[src/rtl/pc_source_if.sv]
// Handshake/data bundle between the control/datapath side and the PC source unit.
interface pc_source_if #(
  parameter int unsigned DATA_W = 32,
  parameter int unsigned VEC_W  = 8
);
  logic [1:0]        pc_src_ctrl;
  logic              pc_write;
  logic              pc_write_cond;
  logic              cond_flag;
  logic              exc_req;
  logic [VEC_W-1:0]  exc_destiny;
  logic [DATA_W-1:0] epc_in;
  logic [DATA_W-1:0] alu_out;
  logic [DATA_W-1:0] jump_target;
  logic [DATA_W-1:0] pc_out;
  logic [DATA_W-1:0] pc_next;
  logic [DATA_W-1:0] epc_out;
  logic              exc_busy;
  logic              exc_done;

  modport master (
    output pc_src_ctrl, pc_write, pc_write_cond, cond_flag, exc_req,
           exc_destiny, epc_in, alu_out, jump_target,
    input  pc_out, pc_next, epc_out, exc_busy, exc_done
  );

  modport slave (
    input  pc_src_ctrl, pc_write, pc_write_cond, cond_flag, exc_req,
           exc_destiny, epc_in, alu_out, jump_target,
    output pc_out, pc_next, epc_out, exc_busy, exc_done
  );
endinterface

[src/rtl/pc_source_unit.sv]
// PC/EPC register owner with four-way next-PC mux and an exception-entry
// sequencer that waits a fixed memory latency before loading the vector.
module pc_source_unit #(
  parameter int unsigned          DATA_W   = 32,
  parameter int unsigned          VEC_W    = 8,
  parameter int unsigned          MEM_LAT  = 2,
  parameter logic [DATA_W-1:0]    RESET_PC = '0
) (
  input  logic        clk,
  input  logic        reset,
  pc_source_if.slave  bus
);

  localparam int unsigned CNT_W = 4;

  if (MEM_LAT < 1 || MEM_LAT > 15 || VEC_W < 1 || VEC_W > DATA_W) begin : g_bad_param
    $error("pc_source_unit: illegal parameter combination");
  end

  typedef enum logic [1:0] {
    IDLE     = 2'd0,
    EXC_WAIT = 2'd1,
    EXC_LOAD = 2'd2
  } state_t;

  state_t             state;
  logic [CNT_W-1:0]   count;
  logic [DATA_W-1:0]  pc;
  logic [DATA_W-1:0]  epc;
  logic [DATA_W-1:0]  vec_ext;
  logic [DATA_W-1:0]  sel;
  logic               busy;
  logic               done;
  logic               pc_we;

  // Vector byte is always zero-extended to the full PC width.
  assign vec_ext = DATA_W'(bus.exc_destiny);

  always_comb begin
    sel = vec_ext;
    case (bus.pc_src_ctrl)
      2'b00:   sel = vec_ext;
      2'b01:   sel = epc;
      2'b10:   sel = bus.alu_out;
      2'b11:   sel = bus.jump_target;
      default: sel = vec_ext;
    endcase
  end

  assign pc_we = bus.pc_write | (bus.pc_write_cond & bus.cond_flag);

  // Exception entry takes priority over any PC write in the same IDLE cycle.
  always_ff @(posedge clk or posedge reset) begin
    if (reset) begin
      state <= IDLE;
      count <= '0;
      pc    <= RESET_PC;
      epc   <= '0;
      busy  <= 1'b0;
      done  <= 1'b0;
    end else begin
      case (state)
        IDLE: begin
          done <= 1'b0;
          if (bus.exc_req) begin
            epc   <= bus.epc_in;
            count <= CNT_W'(MEM_LAT - 1);
            state <= EXC_WAIT;
            busy  <= 1'b1;
          end else if (pc_we) begin
            pc <= sel;
          end
        end
        EXC_WAIT: begin
          if (count == '0) begin
            state <= EXC_LOAD;
            done  <= 1'b1;
          end else begin
            count <= count - CNT_W'(1);
          end
        end
        EXC_LOAD: begin
          pc    <= vec_ext;
          done  <= 1'b0;
          busy  <= 1'b0;
          state <= IDLE;
        end
        default: begin
          state <= IDLE;
          busy  <= 1'b0;
          done  <= 1'b0;
        end
      endcase
    end
  end

  assign bus.pc_out   = pc;
  assign bus.pc_next  = sel;
  assign bus.epc_out  = epc;
  assign bus.exc_busy = busy;
  assign bus.exc_done = done;

endmodule

[src/flat_wrapper.sv]
// flat-port wrapper written by rule: the top's interface ports become plain ports
module pc_source_unit_flat 
#(
  parameter int unsigned          DATA_W   = 32,
  parameter int unsigned          VEC_W    = 8,
  parameter int unsigned          MEM_LAT  = 2,
  parameter logic [DATA_W-1:0]    RESET_PC = '0
)
  (clk, reset, bus_pc_src_ctrl, bus_pc_write, bus_pc_write_cond, bus_cond_flag, bus_exc_req, bus_exc_destiny, bus_epc_in, bus_alu_out, bus_jump_target, bus_pc_out, bus_pc_next, bus_epc_out, bus_exc_busy, bus_exc_done);
  pc_source_if #(.DATA_W(DATA_W), .VEC_W(VEC_W)) bus_i ();
  input  logic clk;
  input  logic reset;
  input wire logic [$bits(bus_i.pc_src_ctrl)-1:0] bus_pc_src_ctrl;
  input wire logic [$bits(bus_i.pc_write)-1:0] bus_pc_write;
  input wire logic [$bits(bus_i.pc_write_cond)-1:0] bus_pc_write_cond;
  input wire logic [$bits(bus_i.cond_flag)-1:0] bus_cond_flag;
  input wire logic [$bits(bus_i.exc_req)-1:0] bus_exc_req;
  input wire logic [$bits(bus_i.exc_destiny)-1:0] bus_exc_destiny;
  input wire logic [$bits(bus_i.epc_in)-1:0] bus_epc_in;
  input wire logic [$bits(bus_i.alu_out)-1:0] bus_alu_out;
  input wire logic [$bits(bus_i.jump_target)-1:0] bus_jump_target;
  output wire logic [$bits(bus_i.pc_out)-1:0] bus_pc_out;
  output wire logic [$bits(bus_i.pc_next)-1:0] bus_pc_next;
  output wire logic [$bits(bus_i.epc_out)-1:0] bus_epc_out;
  output wire logic [$bits(bus_i.exc_busy)-1:0] bus_exc_busy;
  output wire logic [$bits(bus_i.exc_done)-1:0] bus_exc_done;
  assign bus_i.pc_src_ctrl = bus_pc_src_ctrl;
  assign bus_i.pc_write = bus_pc_write;
  assign bus_i.pc_write_cond = bus_pc_write_cond;
  assign bus_i.cond_flag = bus_cond_flag;
  assign bus_i.exc_req = bus_exc_req;
  assign bus_i.exc_destiny = bus_exc_destiny;
  assign bus_i.epc_in = bus_epc_in;
  assign bus_i.alu_out = bus_alu_out;
  assign bus_i.jump_target = bus_jump_target;
  assign bus_pc_out = bus_i.pc_out;
  assign bus_pc_next = bus_i.pc_next;
  assign bus_epc_out = bus_i.epc_out;
  assign bus_exc_busy = bus_i.exc_busy;
  assign bus_exc_done = bus_i.exc_done;
  pc_source_unit #(.DATA_W(DATA_W), .VEC_W(VEC_W), .MEM_LAT(MEM_LAT), .RESET_PC(RESET_PC)) u_core (.clk(clk), .reset(reset), .bus(bus_i));
endmodule
[config.mk]
export PLATFORM = sky130hd
export DESIGN_NAME = pc_source_unit_flat
export DESIGN_NICKNAME = d
export VERILOG_FILES = /design/src/rtl/pc_source_if.sv /design/src/rtl/pc_source_unit.sv /design/src/flat_wrapper.sv
export SDC_FILE = /design/constraint.sdc
export NUM_CORES = 1
export LEC_CHECK = 0
export ABC_AREA = 1
export CAP_MARGIN = 20
export CORE_ASPECT_RATIO = 1.1
export CORE_MARGIN = 2
export CORE_UTILIZATION = 30
export DETAILED_ROUTE_END_ITERATION = 12
export PLACE_DENSITY_LB_ADDON = 0.08
export SYNTH_ARGS = -nofsm -noshare
export SYNTH_HDL_FRONTEND = slang
export SYNTH_SLANG_ARGS = --single-unit
[constraint.sdc]
create_clock -name clk -period 2.4 [get_ports clk]
set_input_delay 0.24 -clock clk [delete_from_list [all_inputs] [get_ports clk]]
set_output_delay 0.24 -clock clk [all_outputs]
set_load 0.005 [all_outputs]
==> results.ini, run 1 <==
[status]
status = complete, no violations

[logic_synthesis]
syn-num-nets = 630
ys_ff_latch = 72
syn_area_per_cell_um2 = 7.42
syn_inst = 516
netlist-cell-type-count = 22
ys_warn_count = 0
seq_area_frac_synth_pct = 47.1
netlist_area_um2 = 3830

[job]
maxCapViolCount = 0

[timing]
max_slew_margin_pct = 66.1
hold_violations = 0
finalCriticalPeriod_ps = 2220
worst_pin_slew_ps = 507
slew_viol_final = 0
finClkSkew_ps = 6.32
hold-worst-slack_ps = 293
fin_tns_setup_ps = 0
rsz0062_at_grt = false
min_period_over_period_pct = 92.6
setup_violations = 0
worst_slack_ps = 177
clock.fmax_mhz = 450

[pwr]
internal_power_mw = 4.52
p_comb_share_pct = 45.3
p_seq_share_pct = 32.5
p_sw_mw = 2.25
pwr_density_cell_nw_per_um2 = 1050
switching_share_pct = 33.2
power_leakage_nw = 3.16
clock_power_share_pct = 22.2
vdd_ir_drop_max_mv = 0.467

[setup_path]
worstSetupPathType = input pin to output pin
cp-end-kind = output pin
cp-start-kind = input pin
cp_max_fo = 10
crit_required_ps = 2160
cp.arrival_ps = 1980
worst-r2r-cell-count = 6
regToRegEndpoint = u_core.bus.epc_out[19]
worstReg2RegStart = u_core.state[1]
r2r_slack_ps = 840

[placed_design]
pre_cts_ws_ps = 112
io_buffers = 209
gp_congestion = 0.863
post-dp-hpwl_um = 9680

[floorplan]
coreArea_um2 = 12500
std_cell_rows = 43
start_util_pct = 30.5
die-area_um2 = 13700
ios = 210
die_w_um = 112
die_y_um = 122

[clocking]
cts.sinks = 72
cts-root-buf = clkbuf_16
clk_pin_slew_ps = 60
cts_hold_buf = 0
htree_levels = 3
clock_latency_ps = 330
cts_setup_buffers = 0
cts_tree = yes
cts_buffers = 9
cts_max_path_buffers = 2

[finish]
mostFrequentLayoutCells = nand2_1 (286), clkdlybuf4s50_1 (209), dfrtp_1 (72), nor2_1 (35), nand3_2 (29)
syn2layout_area_growth_pct = 68.2
num-fill-cells = 1243
final_layout_size_suffix_gt1_share_pct = 10.1
antenna_cells = 0
final_nets = 839
final_common_cell = nand2_1
post-route-util_pct = 51.4

[drt]
vias = 4008
topRoutingLayerUsed = met4
drc = 0
via_per_inst = 4.52
wire_per_inst_um = 14.6
ant_nets = 0
wl_met1_um = 5440
drt_pre_antenna_iters = 6
dr_wl_met3_um = 923
drt-total-wl_um = 12900
drt_iter0_drc = 206
wl_met2_um = 6310

[hold_path]
hp-class = input pin to async pin

[global_route]
antenna_found_initial = 0
grt_pass1_vias = 4056
grt_max_degree = 73
grt_pass1_wl_um = 20400
grt.overflow.total = 0
gr-usage-all-layers_pct = 19.1

-- final cells by class --
class	count	area [um^2]	share of cell area, %
Timing Repair Buffer	222	2230	34.6
Inverter	21	88.8	1.38
Clock buffer	11	233	3.61
Sequential cell	72	1800	28.0
Tap cell	157	196	3.05
Multi-Input combinational cell	399	1790	27.8
Clock inverter	5	105	1.63
-- power groups by stage --
stage	Sequential [mW]	Clock [mW]	Combinational, mW
global placement	2.19	0	3.07
CTS	2.20	1.54	3.11
finish	2.20	1.50	3.06
detailed placement	2.20	0	3.09
floorplan	2.19	0	1.20
global route	2.27	1.61	3.40
-- cell families (layout without fill, tap and decap cells) --
family	Yosys count	in the layout	synth area share, %
AOI/OAI and AO/OA	13	13	1.70
and+or+nand+nor	384	384	44.1
buffers and inverters	45	259	6.47
DFF	72	72	47.1
adders and majority gates	2	2	0.653
-- layer usage --
metal / track usage, % / up-vias
met1: 23.6 / 1816
met2: 31.9 / 164
li1: - / 2008
met3: 4.94 / 20
met4: 7.87 / 0
met5: 0 / -
-- worst max-delay path, cell delays in order --
cell and delay, ps:
clkdlybuf4s50_1 620, buf_4 260, inv_6 80, nand3_2 60, nand2_1 50, nor2_2 130
nand2_1 90, clkdlybuf4s50_1 450
-- timing repair --
item                                    4_1_cts  5_1_grt
endpoints found under the setup margin        0        4
endpoints found under the hold margin         0        0
gates resized for setup                       0        1
-- state kept, by name, indices dropped and copies added (netlist names) --
signal,cells
u_core.state,2
u_core.bus.epc_out,32
u_core.count,4
u_core.bus.pc_out,32
u_core.bus.exc_busy,1
u_core.bus.exc_done,1
-- worst max-delay path by stage --
stage / startpoint / end / cells after the start
6_report: bus_pc_src_ctrl[0] / bus_pc_next[5] / 8
5_1_grt: bus_pc_src_ctrl[0] / bus_pc_next[8] / 6
4_1_cts: bus_pc_src_ctrl[0] / bus_pc_next[5] / 6
3_5_place_dp: bus_pc_src_ctrl[0] / bus_pc_next[4] / 6
3_3_place_gp: bus_pc_src_ctrl[0] / bus_pc_next[4] / 6
2_1_floorplan: reset / u_core.bus.epc_out[0] / 1
-- through the flow --
| step | power [mW] | instance area (um^2) | std cells |
|---|---|---|---|
| floorplan | 3.39 | 3830 | 516 |
| global placement | 5.26 | 6100 | 871 |
| detailed placement | 5.30 | 6100 | 871 |
| global route | 7.28 | 6440 | 887 |
| CTS | 6.85 | 6440 | 887 |
| finish | 6.76 | 6440 | 887 |
-- cell usage after synthesis --
library cell    n  area share [%]
dfrtp_1        72              47
nor2_4          1            0.29
o21ai_0         3            0.39
and3b_1         1            0.23
buf_2          13             1.7
nor2_2          9             1.5
nand2_4         1            0.29
inv_6           1            0.23
or2_2           1            0.16
buf_4           4            0.78
inv_1          16             1.6
inv_2           2            0.20
ha_1            2            0.65
o21ai_1         8             1.0
buf_6           5             1.5
nand3_2        28             7.3
nand3_1        22             2.9
nor2_1         35             3.4
inv_4           2            0.33
nand2_1       286              28
a21oi_1         2            0.26
clkbuf_1        2            0.20
Power figures use the tool's default switching activity.
==> run 2, diff against run 1 <==
--- a/config.mk
+++ b/config.mk
@@ -9,3 +9,3 @@
 export CAP_MARGIN = 20
-export CORE_ASPECT_RATIO = 1.1
+export CORE_ASPECT_RATIO = 0.75
 export CORE_MARGIN = 2
==> constraint.sdc (replaced) <==
create_clock -name clk -period 2.4 [get_ports clk]
set_input_delay 0.48 -clock clk [delete_from_list [all_inputs] [get_ports clk]]
set_output_delay 0.48 -clock clk [all_outputs]
set_load 0.005 [all_outputs]
==> run 2 against run 1 <==
Net effect: wire length rose by 6.7%; die area hardly changed; maximum frequency decreased by 3.9%; clock skew is 1.9 ps higher; critical path depth shrank 1; global-route usage is 1.0 points higher; sequential power hardly changed; worst hold slack better by 140 ps; count of clock-buffer cells in the layout did not move.
==> results.ini, run 2 (synthesized netlist as in run 1, its figures left out) <==
[clocking]
cts.sinks = 72
cts_tree = yes
htree_levels = 3
cts-root-buf = clkbuf_16
clock_latency_ps = 330
cts_max_path_buffers = 2
clk_pin_slew_ps = 60
cts_buffers = 9
cts_setup_buffers = 0
cts_hold_buf = 0

[drt]
ant_nets = 0
drt-total-wl_um = 13800
wire_per_inst_um = 14.8
drc = 0
drt_iter0_drc = 173
via_per_inst = 4.42
vias = 4111
drt_pre_antenna_iters = 4

[setup_path]
regToRegEndpoint = u_core.bus.epc_out[26]
worst-r2r-cell-count = 6
cp-end-kind = output pin
worstSetupPathType = input pin to output pin
critPathBufInv = 4
slowest_delay_ps = 520
slowest_stage = clkdlybuf4s50_1
cp-start-kind = input pin
crit_required_ps = 1920
cp.arrival_ps = 1830
r2r_slack_ps = 1020
cp_max_fo = 5
worstReg2RegStart = u_core.state[1]
cpLargestDelayFamily = buffers and inverters
crit_chain = clkbuf_2, buf_4, nor2_4, clkbuf_16, nand2_1, nand3_2, clkdlybuf4s50_1

[global_route]
grt.overflow.total = 0
grt_pass1_vias = 3973
antenna_found_initial = 0
grt_max_degree = 29
grt_pass1_wl_um = 21300
gr-usage-all-layers_pct = 20.1

[finish]
multi_input_area_um2 = 1800
final_common_cell = nand2_1
antenna_cells = 0
final_layout_size_suffix_gt1_share_pct = 15.3
fin_cells = 930
syn2layout_area_growth_pct = 77.1
mostFrequentLayoutCells = nand2_1 (286), clkdlybuf4s50_1 (207), dfrtp_1 (72), buf_4 (37), nor2_1 (30)
fin_area_um2 = 6780
final_nets = 873
regArea_um2 = 1800
num-fill-cells = 1138

[timing]
finalCriticalPeriod_ps = 2310
setup_violations = 0
hold_violations = 0
rsz0062_at_grt = false
finClkSkew_ps = 8.19
max_slew_margin_pct = 62.4
slew_viol_final = 0
clock.fmax_mhz = 432
hold-worst-slack_ps = 437
worst_pin_slew_ps = 563
min_period_over_period_pct = 96.4

[pwr]
pwr_density_cell_nw_per_um2 = 1010
power_leakage_nw = 3.36
vdd_ir_drop_max_mv = 0.441

[placed_design]
placed_area_um2 = 6380
dpl.cell_count = 912
io_buffers = 209
post-dp-hpwl_um = 10500
gp_congestion = 0.789

[hold_path]
hp-class = input pin to async pin

[floorplan]
die_w_um = 134
die_y_um = 102
std_cell_rows = 35
die-area_um2 = 13700
start_util_pct = 31.0
ios = 210
coreArea_um2 = 12300

[status]
status = complete, no violations

[job]
maxCapViolCount = 0

[run 2: cell count changes in the layout (fill, tap and decap cells not counted), sizes merged]
| cell | previous run | this run |
|---|---|---|
| buf | 13 | 45 |
| clkbuf | 11 | 15 |
| clkinv | 0 | 4 |
| clkdlybuf4s50 | 209 | 207 |
| clkinvlp | 2 | 0 |
| bufinv | 3 | 2 |
| inv | 21 | 20 |
[run 2: area by class of cell]
type / instances / area share (%)
inverters: 21 / 1.37
clock inverters: 5 / 1.16
multi-input cells: 399 / 26.6
well taps: 166 / 3.06
flip-flops and latches: 72 / 26.6
repair buffers: 256 / 37.5
clock buffers: 11 / 3.73
[run 2: power by group]
group	switching (mW)	total [mW]	internal (mW)	leakage (nW)
Combinational	1.41	3.20	1.80	2.28
Clock	0.498	1.46	0.964	0.165
Sequential	0.406	2.21	1.80	0.915
Total	2.31	6.87	4.56	3.36
[run 2: worst max path at each step]
stage	from	endpoint	cells past startpoint
floorplan	reset	u_core.bus.epc_out[0]	1
global placement	bus_pc_src_ctrl[0]	bus_pc_next[3]	8
detailed placement	bus_pc_src_ctrl[0]	bus_pc_next[30]	7
CTS	bus_pc_src_ctrl[0]	bus_pc_next[20]	7
global route	bus_pc_src_ctrl[0]	bus_pc_next[22]	7
finish	bus_pc_src_ctrl[0]	bus_pc_next[30]	7
[run 2: repair_timing]
action,4_1_cts,5_1_grt
gates cloned,0,2
hold endpoints to repair,0,0
setup endpoints to repair,32,22
pin swaps,0,2
gates resized for setup,5,11
[run 2: per-stage QoR]
stage          utilization (%)  power, mW  TNS [ps]  worst slack [ps]
4_1_cts                   54.4       6.95         0              6.37
6_report                  54.9       6.87         0              85.6
3_3_place_gp              51.6       5.39     -6980              -264
3_5_place_dp              51.6       5.44     -7170              -264
2_1_floorplan                -       3.39         0              95.1
5_1_grt                   54.9       7.39         0              17.2
[run 2: per-layer routing]
| metal | GRT usage [%] | part of all wire (%) | routed length, um | vias up |
|---|---|---|---|---|
| li1 | - | - | - | 2081 |
| met2 | 32.5 | 45 | 6240 | 131 |
| met5 | 0 | 0 | 0 | - |
| met3 | 6.05 | 6.1 | 841 | 12 |
| met4 | 4.78 | 1.2 | 163 | 0 |
| met1 | 26.7 | 47 | 6550 | 1887 |
==> run 3, diff against run 2 <==
Settings changed: GPL_ROUTABILITY_DRIVEN set to 0.
==> results of run 3 <==
Same layout as run 2: the final DEF is identical, and so are final timing and power.
